==> src/rtl/mem_access_ctrl.sv <==
// Memory access controller: accepts one CPU read or write at a time and
// sequences the memory strobes. Reads hold mem_read_enable for RD_WAIT
// cycles. Writes wrap WR_WAIT write-strobe cycles with one setup cycle
// before and one hold cycle after. Addresses at or beyond MEM_DEPTH
// complete at once with cpu_err set.
module mem_access_ctrl #(
  parameter int DATA_WIDTH = 32,
  parameter int ADDR_WIDTH = 9,
  parameter int MEM_DEPTH  = 512,
  parameter int RD_WAIT    = 2,
  parameter int WR_WAIT    = 1
) (
  input  logic                  clk,
  input  logic                  clr_n,
  input  logic                  cpu_req,
  input  logic                  cpu_we,
  input  logic [ADDR_WIDTH-1:0] cpu_addr,
  input  logic [DATA_WIDTH-1:0] cpu_wdata,
  output logic                  cpu_busy,
  output logic                  cpu_done,
  output logic                  cpu_err,
  output logic [DATA_WIDTH-1:0] cpu_rdata,
  output logic [ADDR_WIDTH-1:0] mem_addr,
  output logic [DATA_WIDTH-1:0] mem_data_in,
  output logic                  mem_write_enable,
  output logic                  mem_read_enable,
  input  logic [DATA_WIDTH-1:0] mem_data_out
);

  localparam int MAX_WAIT = (RD_WAIT > WR_WAIT) ? RD_WAIT : WR_WAIT;
  localparam int CNT_W    = $clog2(MAX_WAIT + 1);
  // The counter runs from WAIT-1 down to 0, so each strobe lasts exactly WAIT cycles.
  localparam logic [CNT_W-1:0]    RD_LOAD   = CNT_W'(RD_WAIT - 1);
  localparam logic [CNT_W-1:0]    WR_LOAD   = CNT_W'(WR_WAIT - 1);
  // One extra bit lets MEM_DEPTH equal 2**ADDR_WIDTH without overflowing.
  localparam logic [ADDR_WIDTH:0] DEPTH_LIM = (ADDR_WIDTH + 1)'(MEM_DEPTH);

  typedef enum logic [2:0] {
    IDLE, RD_ACTIVE, WR_SETUP, WR_PULSE, WR_HOLD, DONE
  } state_t;

  state_t                  state_reg, state_next;
  logic [CNT_W-1:0]        cnt_reg, cnt_next;
  logic [ADDR_WIDTH-1:0]   addr_reg;
  logic [DATA_WIDTH-1:0]   wdata_reg;
  logic [DATA_WIDTH-1:0]   rdata_reg;
  logic                    rd_en_reg, wr_en_reg, done_reg, err_reg;
  logic                    accept;
  logic                    addr_oor;
  logic                    capture;
  logic                    err_next;

  assign accept   = (state_reg == IDLE) && cpu_req;
  assign addr_oor = ({1'b0, cpu_addr} >= DEPTH_LIM);

  // Next-state and wait-counter logic. The access direction is held in the
  // state itself (RD_ACTIVE vs WR_*), so the latched cpu_we needs no separate
  // register.
  always_comb begin
    state_next = state_reg;
    cnt_next   = cnt_reg;
    capture    = 1'b0;
    case (state_reg)
      IDLE: begin
        if (cpu_req) begin
          cnt_next = '0;
          if (addr_oor) begin
            state_next = DONE;
          end else if (cpu_we) begin
            state_next = WR_SETUP;
          end else begin
            state_next = RD_ACTIVE;
            cnt_next   = RD_LOAD;
          end
        end
      end
      RD_ACTIVE: begin
        if (cnt_reg == '0) begin
          state_next = DONE;
          capture    = 1'b1;
        end else begin
          cnt_next = cnt_reg - 1'b1;
        end
      end
      WR_SETUP: begin
        state_next = WR_PULSE;
        cnt_next   = WR_LOAD;
      end
      WR_PULSE: begin
        if (cnt_reg == '0) begin
          state_next = WR_HOLD;
        end else begin
          cnt_next = cnt_reg - 1'b1;
        end
      end
      WR_HOLD: state_next = DONE;
      DONE:    state_next = IDLE;
      default: begin
        state_next = IDLE;
        cnt_next   = '0;
      end
    endcase
  end

  // Only the IDLE -> DONE shortcut is the out-of-range path.
  assign err_next = (state_reg == IDLE) && (state_next == DONE);

  // State, counter and registered strobes. The strobes are decoded from the
  // next state, so each one is a clean flop output that matches its state.
  always_ff @(posedge clk or negedge clr_n) begin
    if (!clr_n) begin
      state_reg <= IDLE;
      cnt_reg   <= '0;
      rd_en_reg <= 1'b0;
      wr_en_reg <= 1'b0;
      done_reg  <= 1'b0;
      err_reg   <= 1'b0;
    end else begin
      state_reg <= state_next;
      cnt_reg   <= cnt_next;
      rd_en_reg <= (state_next == RD_ACTIVE);
      wr_en_reg <= (state_next == WR_PULSE);
      done_reg  <= (state_next == DONE);
      err_reg   <= err_next;
    end
  end

  // Latch the request on acceptance. Acceptance happens only in IDLE, so the
  // address and data stay fixed for the whole access.
  always_ff @(posedge clk or negedge clr_n) begin
    if (!clr_n) begin
      addr_reg  <= '0;
      wdata_reg <= '0;
    end else if (accept) begin
      addr_reg  <= cpu_addr;
      wdata_reg <= cpu_wdata;
    end
  end

  // Capture read data on the final RD_ACTIVE edge. Otherwise hold the value.
  always_ff @(posedge clk or negedge clr_n) begin
    if (!clr_n) begin
      rdata_reg <= '0;
    end else if (capture) begin
      rdata_reg <= mem_data_out;
    end
  end

  assign cpu_busy         = (state_reg != IDLE);
  assign cpu_done         = done_reg;
  assign cpu_err          = err_reg;
  assign cpu_rdata        = rdata_reg;
  assign mem_addr         = addr_reg;
  assign mem_data_in      = wdata_reg;
  assign mem_write_enable = wr_en_reg;
  assign mem_read_enable  = rd_en_reg;

endmodule

==> config.mk <==
export PLATFORM = sky130hd
export DESIGN_NAME = mem_access_ctrl
export DESIGN_NICKNAME = d
export VERILOG_FILES = /design/src/rtl/mem_access_ctrl.sv
export SDC_FILE = /design/constraint.sdc
export NUM_CORES = 1
export LEC_CHECK = 0
export BUFFER_PORTS_ARGS = -buffer_cell sky130_fd_sc_hd__buf_2
export CAP_MARGIN = 10
export CORE_MARGIN = 5
export CORE_UTILIZATION = 46
export DETAILED_ROUTE_END_ITERATION = 16
export PLACE_DENSITY_LB_ADDON = 0.15
export SYNTH_ARGS = -nofsm -noshare
export SYNTH_HDL_FRONTEND = slang
export SYNTH_SLANG_ARGS = --single-unit
export TNS_END_PERCENT = 50
==> constraint.sdc <==
create_clock -name clk -period 2.6 [get_ports clk]
set_clock_uncertainty 0.2 [all_clocks]
set_input_delay 0.52 -clock clk [delete_from_list [all_inputs] [get_ports clk]]
set_output_delay 0.52 -clock clk [all_outputs]
set_load 0.01 [all_outputs]
==> flow_summary.json <==
{
  "layout.cells.non_filler": 459,
  "post_drt_wl_per_cell_um": 16.1,
  "hold_viol": 0,
  "ys_types": 28,
  "core_region_area_mm2": 0.00718,
  "intPower_w": 0.00374,
  "path_max_fanout": 10,
  "grt_overflow": 0,
  "period_share": 0.830,
  "min_path_type": "in -> reg",
  "grt.total_usage": 0.167,
  "dieArea_mm2": 0.00908,
  "dpl.hpwl_mm": 5.57,
  "antennaDiodeCount": 0,
  "pwr-share-seq": 0.401,
  "setup_slack_ns": 0.441,
  "io_pins": 155,
  "netlist_area_mm2": 0.00334,
  "cp_num_cells": 2,
  "final.min_clock_period_ns": 2.16,
  "rsz0062_at_grt": "false",
  "avgViaCountPerCell": 4.73,
  "place.gp.congestion": 0.735,
  "die_h_um": 95.3,
  "place_inst": 442,
  "cts_sinks": 82,
  "p_sw_w": 0.00189,
  "clk_latency_ns": 0.35,
  "dr.pass1.iters": 4,
  "yosysSeqAreaShare": 0.614,
  "irDropWorstVdd_v": 0.000708,
  "hold_buffers": 1,
  "worst-setup-path-type": "reg -> out",
  "post_cts_buffers": 0,
  "rr_worst_depth": 4,
  "power.leakage_nw": 2.22,
  "p_clk_frac": 0.139,
  "syn_nets": 271,
  "finalSetupViolations": 0,
  "rows": 31,
  "drv_cap": 0,
  "end_kind": "output port",
  "num_vias": 2172,
  "nets": 433,
  "slowest_stage": "dfrtp_1",
  "clkTransAtPathRegs_ns": 0.08,
  "avgSynthCellArea_um2": 17.3,
  "crit_path_end": "cpu_busy",
  "slowest_delay_ns": 0.48,
  "drive_gt1_frac": 0.694,
  "r2r_start": "state_reg[0]$_DFF_PN0_",
  "cp-startpoint": "state_reg[0]$_DFF_PN0_",
  "ys_ff_latch": 82,
  "drv_slew": 0,
  "critPathBufInv": 1,
  "drt-total-wl_mm": 7.37,
  "powerDensity_mw_per_mm2": 1290,
  "r2r_end": "mem_addr[8]$_DFFE_PN0P_",
  "syn_to_final_growth_pct": 30.7,
  "die_x_um": 95.3,
  "setup_tns_ns": 0,
  "yosysWarnings": 0,
  "grt_pass1_vias": 2230,
  "root_buffer": "clkbuf_8",
  "port_buffers": 154,
  "drc_errors": 0,
  "arrival_ns": 1.44,
  "outcome": "finished, final reports clean",
  "combPwrFrac": 0.460,
  "p_sw_frac": 0.336,
  "start_kind": "register",
  "holdPathStages": 2,
  "synth_edf_count": 0,
  "dp_slack_ns": 0.540,
  "grt_pass1_wl_mm": 11.4,
  "final_antenna_net_count": 0,
  "async_flop_share": 1.00,
  "reg2reg_slack_ns": 0.53,
  "cts_resized": 0,
  "initial_core_util": 0.466,
  "synthFlopType": "dfrtp_1",
  "grt_max_degree": 49,
  "h-tree-depth": 3,
  "fmax_mhz": 463,
  "path_delay_family": "flip-flops",
  "cp_cell_sequence": "or3_4 -> buf_2",
  "antenna_found_initial": 0,
  "drtIter0Drc": 53,
  "cts_buffers": 9,
  "cts.path.max_buffers": 2,
  "synth_cells": 193,
  "tritoncts": "done",
  "worstPathRequired_ns": 1.88
}
[synth_stat cells, types with 2 or more instances]
| cell | number | area [um2] |
|---|---|---|
| nand3b_1 | 2 | 15.0 |
| mux2_2 | 33 | 372 |
| buf_12 | 4 | 80.1 |
| o21ai_0 | 2 | 10.0 |
| inv_1 | 6 | 22.5 |
| buf_4 | 3 | 22.5 |
| dfrtp_1 | 82 | 2050 |
| nor2b_1 | 2 | 12.5 |
| mux2_4 | 40 | 601 |
[cells by family (layout without fill, tap and decap cells)]
| family | count (synthesis) | in the layout | share of synthesized area |
|---|---|---|---|
| other cells | 1 | 1 | 0.00112 |
| mux | 74 | 74 | 0.294 |
| flops | 82 | 82 | 0.614 |
| simple gates | 12 | 12 | 0.0266 |
| buf+inv | 14 | 181 | 0.0408 |
| fa+ha+maj | 1 | 1 | 0.00374 |
| compound gates | 9 | 9 | 0.0206 |
[metal layers]
metal / vias to the layer above / track usage / part of all wire
li1: 999 / - / -
met1: 1082 / 0.194 / 0.38
met2: 80 / 0.280 / 0.51
met3: 11 / 0.0679 / 0.092
met4: 0 / 0.0565 / 0.021
met5: - / 0 / 0
[worst register-to-register path, cell delays in order (launching register included)]
cell,delay [ns]
dfrtp_1,0.48
or3_4,0.45
nor2_8,0.28
buf_12,0.23
mux2_4,0.32
[cells in the final DEF (no fill, tap or decap)]
cell type        n
buf_2          153
buf_12           3
o32a_2           1
nor3_1           1
mux2_2          33
buf_4            2
mux2_4          40
nand2_1          1
o21ai_0          2
clkinv_4         1
clkinvlp_4       2
clkbuf_8         9
o31ai_1          1
clkinv_2         1
mux2i_1          1
inv_1            6
dfrtp_1         82
a21oi_1          1
nor2_8           1
ha_1             1
nand3b_1         2
conb_1           1
clkbuf_1         3
nor2b_1          2
nor2_2           1
nand3_1          1
dlygate4sd3_1    1
o211ai_1         1
nor4_1           1
a21bo_2          1
and3_1           1
or3_4            1
o21ba_2          1
a21o_1           1
[how the worst min path moves through the flow]
stage | startpoint | endpoint | slack (ns)
3_5_place_dp | mem_addr[0]$_DFFE_PN0P_ | mem_addr[0]$_DFFE_PN0P_ | 0.29
6_report | mem_data_out[31] | cpu_rdata[31]$_DFFE_PN0P_ | 0.20
3_3_place_gp | cnt_reg[1]$_DFFE_PN0P_ | cnt_reg[1]$_DFFE_PN0P_ | 0.26
2_1_floorplan | clr_n | cnt_reg[0]$_DFFE_PN0P_ | 0.02
5_1_grt | mem_data_out[7] | cpu_rdata[7]$_DFFE_PN0P_ | 0.17
4_1_cts | mem_data_out[31] | cpu_rdata[31]$_DFFE_PN0P_ | 0.17
[cell type report]
class	count	area, um2
Multi-Input combinational cell	97	1160
Inverter	6	22.5
Tap cell	99	124
Timing Repair Buffer	159	851
Clock inverter	4	28.8
Fill cell	574	2800
Sequential cell	82	2050
Clock buffer	12	135
[power by group through the flow]
stage | clock network (W) | logic, W | registers, W
after floorplan | 0 | 0.00147 | 0.00255
after global placement | 0 | 0.00257 | 0.00227
after detailed placement | 0 | 0.00263 | 0.00228
after CTS | 0.000819 | 0.00264 | 0.00226
after global routing | 0.000875 | 0.00280 | 0.00235
final | 0.000783 | 0.00259 | 0.00226
[per-stage QoR]
stage,power [W],utilization,hold slack (ns),instance area [um2]
after detailed placement,0.00491,0.585,0.286,4200
after global placement,0.00484,0.585,0.263,4200
after CTS,0.00572,0.609,0.174,4370
after floorplan,0.00402,-,0.0244,3340
final,0.00563,0.609,0.196,4370
after global routing,0.00602,0.609,0.167,4370
Note: power is estimated with default switching activity, not from simulation.
